File: src/rtl/riscv_pkg.sv
// Shared definitions for the MEM-stage data-memory access path.
// - funct3 encodings for load/store access size and signedness
// - mem_state_t: state encoding of the access FSM
// - mem_req_t: request and write-back fields held while an access is in flight
// - helpers for access legality, store byte enables and store lane replication
package riscv_pkg;

   localparam logic [2:0] F3_B  = 3'b000;
   localparam logic [2:0] F3_H  = 3'b001;
   localparam logic [2:0] F3_W  = 3'b010;
   localparam logic [2:0] F3_BU = 3'b100;
   localparam logic [2:0] F3_HU = 3'b101;

   typedef enum logic [1:0] {
      IDLE = 2'd0,
      REQ  = 2'd1,
      WAIT = 2'd2
   } mem_state_t;

   typedef struct packed {
      logic [31:0] addr;       // word-aligned request address
      logic [31:0] wdata;      // lane-replicated store data
      logic [3:0]  be;         // byte enables
      logic        we;         // 1 = store
      logic [2:0]  funct3;     // access size/sign, reused for load extension
      logic [1:0]  byte_off;   // original addr[1:0]
      logic [4:0]  rd;
      logic        reg_write;
      logic        mem_to_reg;
      logic [31:0] alu_out;    // full effective address, forwarded to WB
   } mem_req_t;

   // Illegal size/sign encoding or an address not aligned to the access size.
   function automatic logic access_illegal(input logic       is_store,
                                           input logic [2:0] f3,
                                           input logic [1:0] off);
      logic bad_f3;
      logic bad_align;
      case (f3)
         F3_B, F3_H, F3_W: bad_f3 = 1'b0;
         F3_BU, F3_HU:     bad_f3 = is_store;
         default:          bad_f3 = 1'b1;
      endcase
      bad_align = ((f3[1:0] == 2'b01) && off[0]) ||
                  ((f3[1:0] == 2'b10) && (off != 2'b00));
      return bad_f3 | bad_align;
   endfunction

   function automatic logic [3:0] store_be(input logic [2:0] f3,
                                           input logic [1:0] off);
      logic [3:0] be;
      case (f3[1:0])
         2'b00:   be = 4'b0001 << off;
         2'b01:   be = 4'b0011 << off;
         default: be = 4'b1111;
      endcase
      return be;
   endfunction

   // Replicating the data across lanes lets memory pick bytes by be alone.
   function automatic logic [31:0] store_wdata(input logic [2:0]  f3,
                                               input logic [31:0] d);
      logic [31:0] w;
      case (f3[1:0])
         2'b00:   w = {4{d[7:0]}};
         2'b01:   w = {2{d[15:0]}};
         default: w = d;
      endcase
      return w;
   endfunction

endpackage

File: src/rtl/load_extend.sv
// Selects the byte/halfword addressed by byte_off from a raw 32-bit read word
// and sign- or zero-extends it according to funct3. Word loads pass through.
// Ports:
//   funct3   - load size/sign encoding
//   byte_off - original address bits [1:0]
//   rdata    - raw word returned by data memory
//   data     - extended load result
module load_extend
   import riscv_pkg::*;
(
   input  logic [2:0]  funct3,
   input  logic [1:0]  byte_off,
   input  logic [31:0] rdata,
   output logic [31:0] data
);

   logic [7:0]  byte_sel;
   logic [15:0] half_sel;

   always_comb begin
      case (byte_off)
         2'd0:    byte_sel = rdata[7:0];
         2'd1:    byte_sel = rdata[15:8];
         2'd2:    byte_sel = rdata[23:16];
         default: byte_sel = rdata[31:24];
      endcase
      half_sel = byte_off[1] ? rdata[31:16] : rdata[15:0];
   end

   always_comb begin
      case (funct3)
         F3_B:    data = {{24{byte_sel[7]}}, byte_sel};
         F3_BU:   data = {24'b0, byte_sel};
         F3_H:    data = {{16{half_sel[15]}}, half_sel};
         F3_HU:   data = {16'b0, half_sel};
         default: data = rdata;
      endcase
   end

endmodule

File: src/rtl/mem_access_unit.sv
// MEM-stage data-memory access unit. Takes the EX/MEM register, issues a
// valid/ready request to data memory, extends load data and drives MEM/WB.
// The pipeline is frozen (mem_stall) while an access is outstanding.
// Ports:
//   clk, rst            - core clock, synchronous active-high reset
//   EX_MEM_*            - incoming EX/MEM pipeline register fields
//   dmem_req_*          - request channel (valid/ready, we, addr, wdata, be)
//   dmem_rsp_*          - single-cycle response/ack with raw read word
//   mem_stall           - freeze IF..EX/MEM this cycle
//   misalign_exc        - one-cycle pulse for a misaligned/illegal access
//   MEM_WB_*            - registered write-back fields
//
// state | meaning
// IDLE  | no access in flight; non-memory ops pass to MEM/WB in one cycle
// REQ   | request presented, holding fields stable until dmem_req_ready
// WAIT  | request accepted, waiting for dmem_rsp_valid
module mem_access_unit
   import riscv_pkg::*;
#(
   parameter int XLEN         = 32,
   parameter int RESP_TIMEOUT = 0
)(
   input  logic            clk,
   input  logic            rst,
   input  logic            EX_MEM_valid,
   input  logic            EX_MEM_mem_read,
   input  logic            EX_MEM_mem_write,
   input  logic [2:0]      EX_MEM_funct3,
   input  logic [XLEN-1:0] EX_MEM_alu_out,
   input  logic [XLEN-1:0] EX_MEM_rs2_data,
   input  logic [4:0]      EX_MEM_rd,
   input  logic            EX_MEM_reg_write,
   input  logic            EX_MEM_mem_to_reg,
   output logic            dmem_req_valid,
   input  logic            dmem_req_ready,
   output logic            dmem_req_we,
   output logic [XLEN-1:0] dmem_req_addr,
   output logic [XLEN-1:0] dmem_req_wdata,
   output logic [3:0]      dmem_req_be,
   input  logic            dmem_rsp_valid,
   input  logic [XLEN-1:0] dmem_rsp_rdata,
   output logic            mem_stall,
   output logic            misalign_exc,
   output logic            MEM_WB_reg_write,
   output logic            MEM_WB_mem_to_reg,
   output logic [4:0]      MEM_WB_rd,
   output logic [XLEN-1:0] MEM_WB_mem_data,
   output logic [XLEN-1:0] MEM_WB_alu_out
);

   // Only a 32-bit datapath without response timeout is implemented.
   if (XLEN != 32 || RESP_TIMEOUT != 0) begin : g_cfg_check
      $error("mem_access_unit: only XLEN=32 and RESP_TIMEOUT=0 are supported");
   end

   mem_state_t  state_q, state_d;
   mem_req_t    req_q, req_d;
   logic        misalign_q, misalign_d;
   logic        wb_reg_write_q, wb_reg_write_d;
   logic        wb_mem_to_reg_q, wb_mem_to_reg_d;
   logic [4:0]  wb_rd_q, wb_rd_d;
   logic [31:0] wb_mem_data_q, wb_mem_data_d;
   logic [31:0] wb_alu_out_q, wb_alu_out_d;

   logic        is_memop;
   logic        is_store;
   logic        illegal;
   logic        in_idle;
   logic [31:0] load_data;

   assign is_memop = EX_MEM_valid & (EX_MEM_mem_read | EX_MEM_mem_write);
   // A read request wins if both flags are ever set together.
   assign is_store = EX_MEM_mem_write & ~EX_MEM_mem_read;
   assign illegal  = access_illegal(is_store, EX_MEM_funct3, EX_MEM_alu_out[1:0]);
   assign in_idle  = (state_q == IDLE);

   load_extend u_load_extend (
      .funct3   (req_q.funct3),
      .byte_off (req_q.byte_off),
      .rdata    (dmem_rsp_rdata),
      .data     (load_data)
   );

   always_comb begin
      state_d         = state_q;
      req_d           = req_q;
      misalign_d      = 1'b0;
      // Any cycle that does not complete an instruction writes a bubble.
      wb_reg_write_d  = 1'b0;
      wb_mem_to_reg_d = wb_mem_to_reg_q;
      wb_rd_d         = wb_rd_q;
      wb_mem_data_d   = wb_mem_data_q;
      wb_alu_out_d    = wb_alu_out_q;

      unique case (state_q)
         IDLE: begin
            if (!is_memop) begin
               wb_reg_write_d  = EX_MEM_valid & EX_MEM_reg_write;
               wb_mem_to_reg_d = EX_MEM_mem_to_reg;
               wb_rd_d         = EX_MEM_rd;
               wb_mem_data_d   = 32'b0;
               wb_alu_out_d    = EX_MEM_alu_out;
            end else if (illegal) begin
               misalign_d = 1'b1;
            end else begin
               req_d.addr       = {EX_MEM_alu_out[31:2], 2'b00};
               req_d.wdata      = store_wdata(EX_MEM_funct3, EX_MEM_rs2_data);
               req_d.be         = is_store ? store_be(EX_MEM_funct3, EX_MEM_alu_out[1:0])
                                           : 4'b1111;
               req_d.we         = is_store;
               req_d.funct3     = EX_MEM_funct3;
               req_d.byte_off   = EX_MEM_alu_out[1:0];
               req_d.rd         = EX_MEM_rd;
               req_d.reg_write  = EX_MEM_reg_write;
               req_d.mem_to_reg = EX_MEM_mem_to_reg;
               req_d.alu_out    = EX_MEM_alu_out;
               state_d          = REQ;
            end
         end
         REQ: begin
            if (dmem_req_ready) begin
               state_d = WAIT;
            end
         end
         WAIT: begin
            if (dmem_rsp_valid) begin
               wb_reg_write_d  = req_q.reg_write & ~req_q.we;
               wb_mem_to_reg_d = req_q.mem_to_reg;
               wb_rd_d         = req_q.rd;
               wb_mem_data_d   = req_q.we ? 32'b0 : load_data;
               wb_alu_out_d    = req_q.alu_out;
               state_d         = IDLE;
            end
         end
         default: state_d = IDLE;
      endcase
   end

   always_ff @(posedge clk) begin
      if (rst) begin
         state_q         <= IDLE;
         req_q           <= '0;
         misalign_q      <= 1'b0;
         wb_reg_write_q  <= 1'b0;
         wb_mem_to_reg_q <= 1'b0;
         wb_rd_q         <= 5'b0;
         wb_mem_data_q   <= 32'b0;
         wb_alu_out_q    <= 32'b0;
      end else begin
         state_q         <= state_d;
         req_q           <= req_d;
         misalign_q      <= misalign_d;
         wb_reg_write_q  <= wb_reg_write_d;
         wb_mem_to_reg_q <= wb_mem_to_reg_d;
         wb_rd_q         <= wb_rd_d;
         wb_mem_data_q   <= wb_mem_data_d;
         wb_alu_out_q    <= wb_alu_out_d;
      end
   end

   // Request fields are forced to zero outside REQ so the bus is quiet.
   assign dmem_req_valid = (state_q == REQ);
   assign dmem_req_we    = dmem_req_valid & req_q.we;
   assign dmem_req_addr  = dmem_req_valid ? req_q.addr  : 32'b0;
   assign dmem_req_wdata = dmem_req_valid ? req_q.wdata : 32'b0;
   assign dmem_req_be    = dmem_req_valid ? req_q.be    : 4'b0;

   assign mem_stall = (in_idle & is_memop & ~illegal) |
                      (state_q == REQ) |
                      ((state_q == WAIT) & ~dmem_rsp_valid);

   assign misalign_exc      = misalign_q;
   assign MEM_WB_reg_write  = wb_reg_write_q;
   assign MEM_WB_mem_to_reg = wb_mem_to_reg_q;
   assign MEM_WB_rd         = wb_rd_q;
   assign MEM_WB_mem_data   = wb_mem_data_q;
   assign MEM_WB_alu_out    = wb_alu_out_q;

endmodule

File: config.mk
export PLATFORM = sky130hd
export DESIGN_NAME = mem_access_unit
export DESIGN_NICKNAME = d
export VERILOG_FILES = /design/src/rtl/riscv_pkg.sv /design/src/rtl/load_extend.sv /design/src/rtl/mem_access_unit.sv
export SDC_FILE = /design/constraint.sdc
export NUM_CORES = 1
export LEC_CHECK = 0
export ABC_AREA = 1
export CAP_MARGIN = 20
export CORE_ASPECT_RATIO = 0.9
export CORE_UTILIZATION = 40
export DETAILED_ROUTE_END_ITERATION = 8
export PLACE_DENSITY = 0.79
export REMOVE_ABC_BUFFERS = 1
export SLEW_MARGIN = 10
export SYNTH_ARGS = -nofsm -noshare
export SYNTH_HDL_FRONTEND = slang
export SYNTH_SLANG_ARGS = --single-unit
File: constraint.sdc
create_clock -name clk -period 2.5 [get_ports clk]
set_input_delay 0.375 -clock clk [delete_from_list [all_inputs] [get_ports clk]]
set_output_delay 0.375 -clock clk [all_outputs]
set_load 0.03 [all_outputs]
==> qor.csv <==
stage,metric,value,unit
outcome,status,"finished, final reports clean",
clocking,CTS Buf Count,17,
cells_and_area,n_diodes,0,
min_path,worst min path class,flop to flop,
global_route,pin count of the biggest net entering global routing,77,
sta,Pins Over Slew Limit,0,
placed_design,Post-DP HPWL,15.3,mm
global_route,first-pass GRT wire length,35.7,mm
detailed_routing,Vias,8099,
detailed_routing,ANT nets after route,0,
critical_path,CP peak stage delay,420,ps
critical_path,"Max FO, Critical Path",69,
detailed_routing,Iter 0 DRT Violations,560,
clocking,H-Tree Depth,4,
detailed_routing,WL final,22.0,mm
cells_and_area,synth-to-layout area growth,43.2,%
sta,Final min period,2290,ps
sta,hold slack,466,ps
detailed_routing,DR pass1 iterations,6,
floorplan,Die ar.,19200,µm²
sta,RSZ-0062 raised after global routing,false,
floorplan,core area,17900,µm²
detailed_routing,DR vias/cell,4.82,
power_and_ir_drop,total design power,6.70,mW
detailed_routing,WL per Instance,13.1,µm
placed_design,Placed Area,10200,µm²
placed_design,pre-CTS setup slack,176,ps
placed_design,IO buf count,253,
global_route,initial antenna violation count,0,
cells_and_area,Largest register FFs,79,
clocking,Worst-path clk slew,60,ps
cells_and_area,"Core Util, Final",59.6,%
floorplan,Initial Utilization,41.6,%
floorplan,IO Pins,256,
floorplan,Die X,146,µm
cells_and_area,most frequent cells in the layout,"337 x nand2_1, 327 x nor2_1, 185 x clkdlybuf4s50_1",
sta,final setup TNS,0,ps
sta,clock skew,8.69,ps
global_route,gr usage total,22.8,%
yosys,Synth Cell Area,7450,µm²
clocking,clk_lat worst skew,410,ps
yosys,Mapped Cells,1212,
yosys,"Avg Cell Area, Syn",6.15,µm²
clocking,Clock Path Buffers,2,
power_and_ir_drop,cell area power density,628,nW/µm²
global_route,grt ovf,0,
sta,final setup violation count,0,
clocking,Root Driver,clkbuf_16,
cells_and_area,Final #Nets,1544,
critical_path,Most common cell on crit path,nor2_1,
critical_path,CP Cell Sequence,inv_1 > nor2_1 > inv_2 > buf_12 > nor2_1 > dlygate4sd2_1,
cells_and_area,"commonest non-fill, non-tap cell in the layout",nand2_1,
clocking,# clock sinks,153,
sta,f_max,436,MHz
critical_path,FF-to-FF path depth,7,
power_and_ir_drop,Leak Pwr,5.21,nW
yosys,Netlist cell types,26,
power_and_ir_drop,Peak VDD IR,0.000437,V
sta,crit share post-route,91.7,%
clocking,postcts setup bufs,0,
critical_path,CP Capture Type,output port,
floorplan,Chip Height,131,µm
job,total of max-cap violations,0,
critical_path,Setup Crit Path Kind,flop to output port,
detailed_routing,DRC,0,
cells_and_area,Final Non-Filler Cells,1682,
critical_path,slowest CP cell,dlygate4sd2_1,
sta,Hold Fails Final Rpt,0,
cells_and_area,Biggest register,req_q,
min_path,hold depth,2,
critical_path,Critical Path AT,1920,ps
sta,worst-margin pin slew,700,ps
critical_path,startpoint types,flop,
placed_design,routability cong.,0.901,
sta,worst setup margin,209,ps
yosys,synthesis warning total,0,
cells_and_area,cell area after layout,10700,µm²
sta,max_slew headroom,53.2,%
yosys,"flops & latches, synth",153,
global_route,vias in the first global route,7361,
critical_path,Worst EP required,2120,ps
clocking,CTS tree,done,
placed_design,Inst Count DP,1652,
yosys,"Seq/Total Area, Yosys",41.1,%
floorplan,row count,46,
cells_and_area,share of cells above drive strength 1,4.51,%
## area by class of cell
cell class                 count  area [µm²]
fill                        1680        7230
multi-input combinational    872        3620
sequential                   153        3060
timing repair buffer         275        2660
clock buffer                  24         492
inverter                     112         422
tap                          240         300
clock inverter                 6         113
## worst max-delay path: cells and delay by family (launching register included)
family,cells,cell delay [ps]
simple gates,2,350
buf+inv,4,810
flops,1,340
## synth_stat cells
cell type | number | area (µm²)
nand2_2 | 2 | 12.5
buf_1 | 1 | 3.75
or2_0 | 1 | 6.26
nor2_1 | 327 | 1230
conb_1 | 1 | 3.75
buf_4 | 12 | 90.1
nand3_2 | 4 | 40.0
clkbuf_1 | 44 | 165
nor3_1 | 3 | 15.0
inv_1 | 106 | 398
o21ai_1 | 1 | 5.00
nand3_1 | 14 | 70.1
clkinv_1 | 1 | 3.75
o21ai_0 | 103 | 515
inv_2 | 5 | 18.8
a21oi_1 | 52 | 260
buf_2 | 18 | 90.1
dfxtp_1 | 153 | 3060
a211oi_1 | 1 | 7.51
buf_6 | 1 | 11.3
o22ai_1 | 1 | 6.26
o21a_1 | 1 | 7.51
nand2_1 | 338 | 1270
nor2_4 | 1 | 11.3
o211ai_1 | 16 | 120
nand4_1 | 5 | 31.3
## repair_timing
action	4_1_cts	5_1_grt
resized for setup	67	0
endpoints found under the setup margin	67	0
hold buffers	0	0
## worst paths after layout
path	from	to	slack, ps
hold / removal	MEM_WB_mem_data[20]	MEM_WB_mem_data[20]	470
setup / recovery	state_q[0]	dmem_req_addr[25]	210
hold reg to reg	MEM_WB_mem_data[20]	MEM_WB_mem_data[20]	470
setup reg to reg	req_q[42]	MEM_WB_mem_data[18]	610
## routing by layer
metal | track usage (%) | routed length, µm | vias to the layer above
met3 | 6.46 | 2010 | 42
met2 | 37.5 | 10000 | 340
met4 | 8.89 | 539 | 0
met5 | 0 | 0 | -
met1 | 28.2 | 9390 | 3577
li1 | - | - | 4140
## cells by family after synthesis
group	count (synthesis)	synth area share (%)
buffers and inverters	188	10.5
flip-flops	153	41.1
AO/OA/AOI/OAI	175	12.4
other	1	0.0503
AND/OR/NAND/NOR	695	36.0
## power breakdown
part	leakage [nW]	switching [mW]	internal (mW)
sequential	1.25	0.0729	2.61
clock	0.297	0.972	1.67
combinational	3.66	0.835	0.539
No activity file was read; power rests on OpenSTA's default activity.
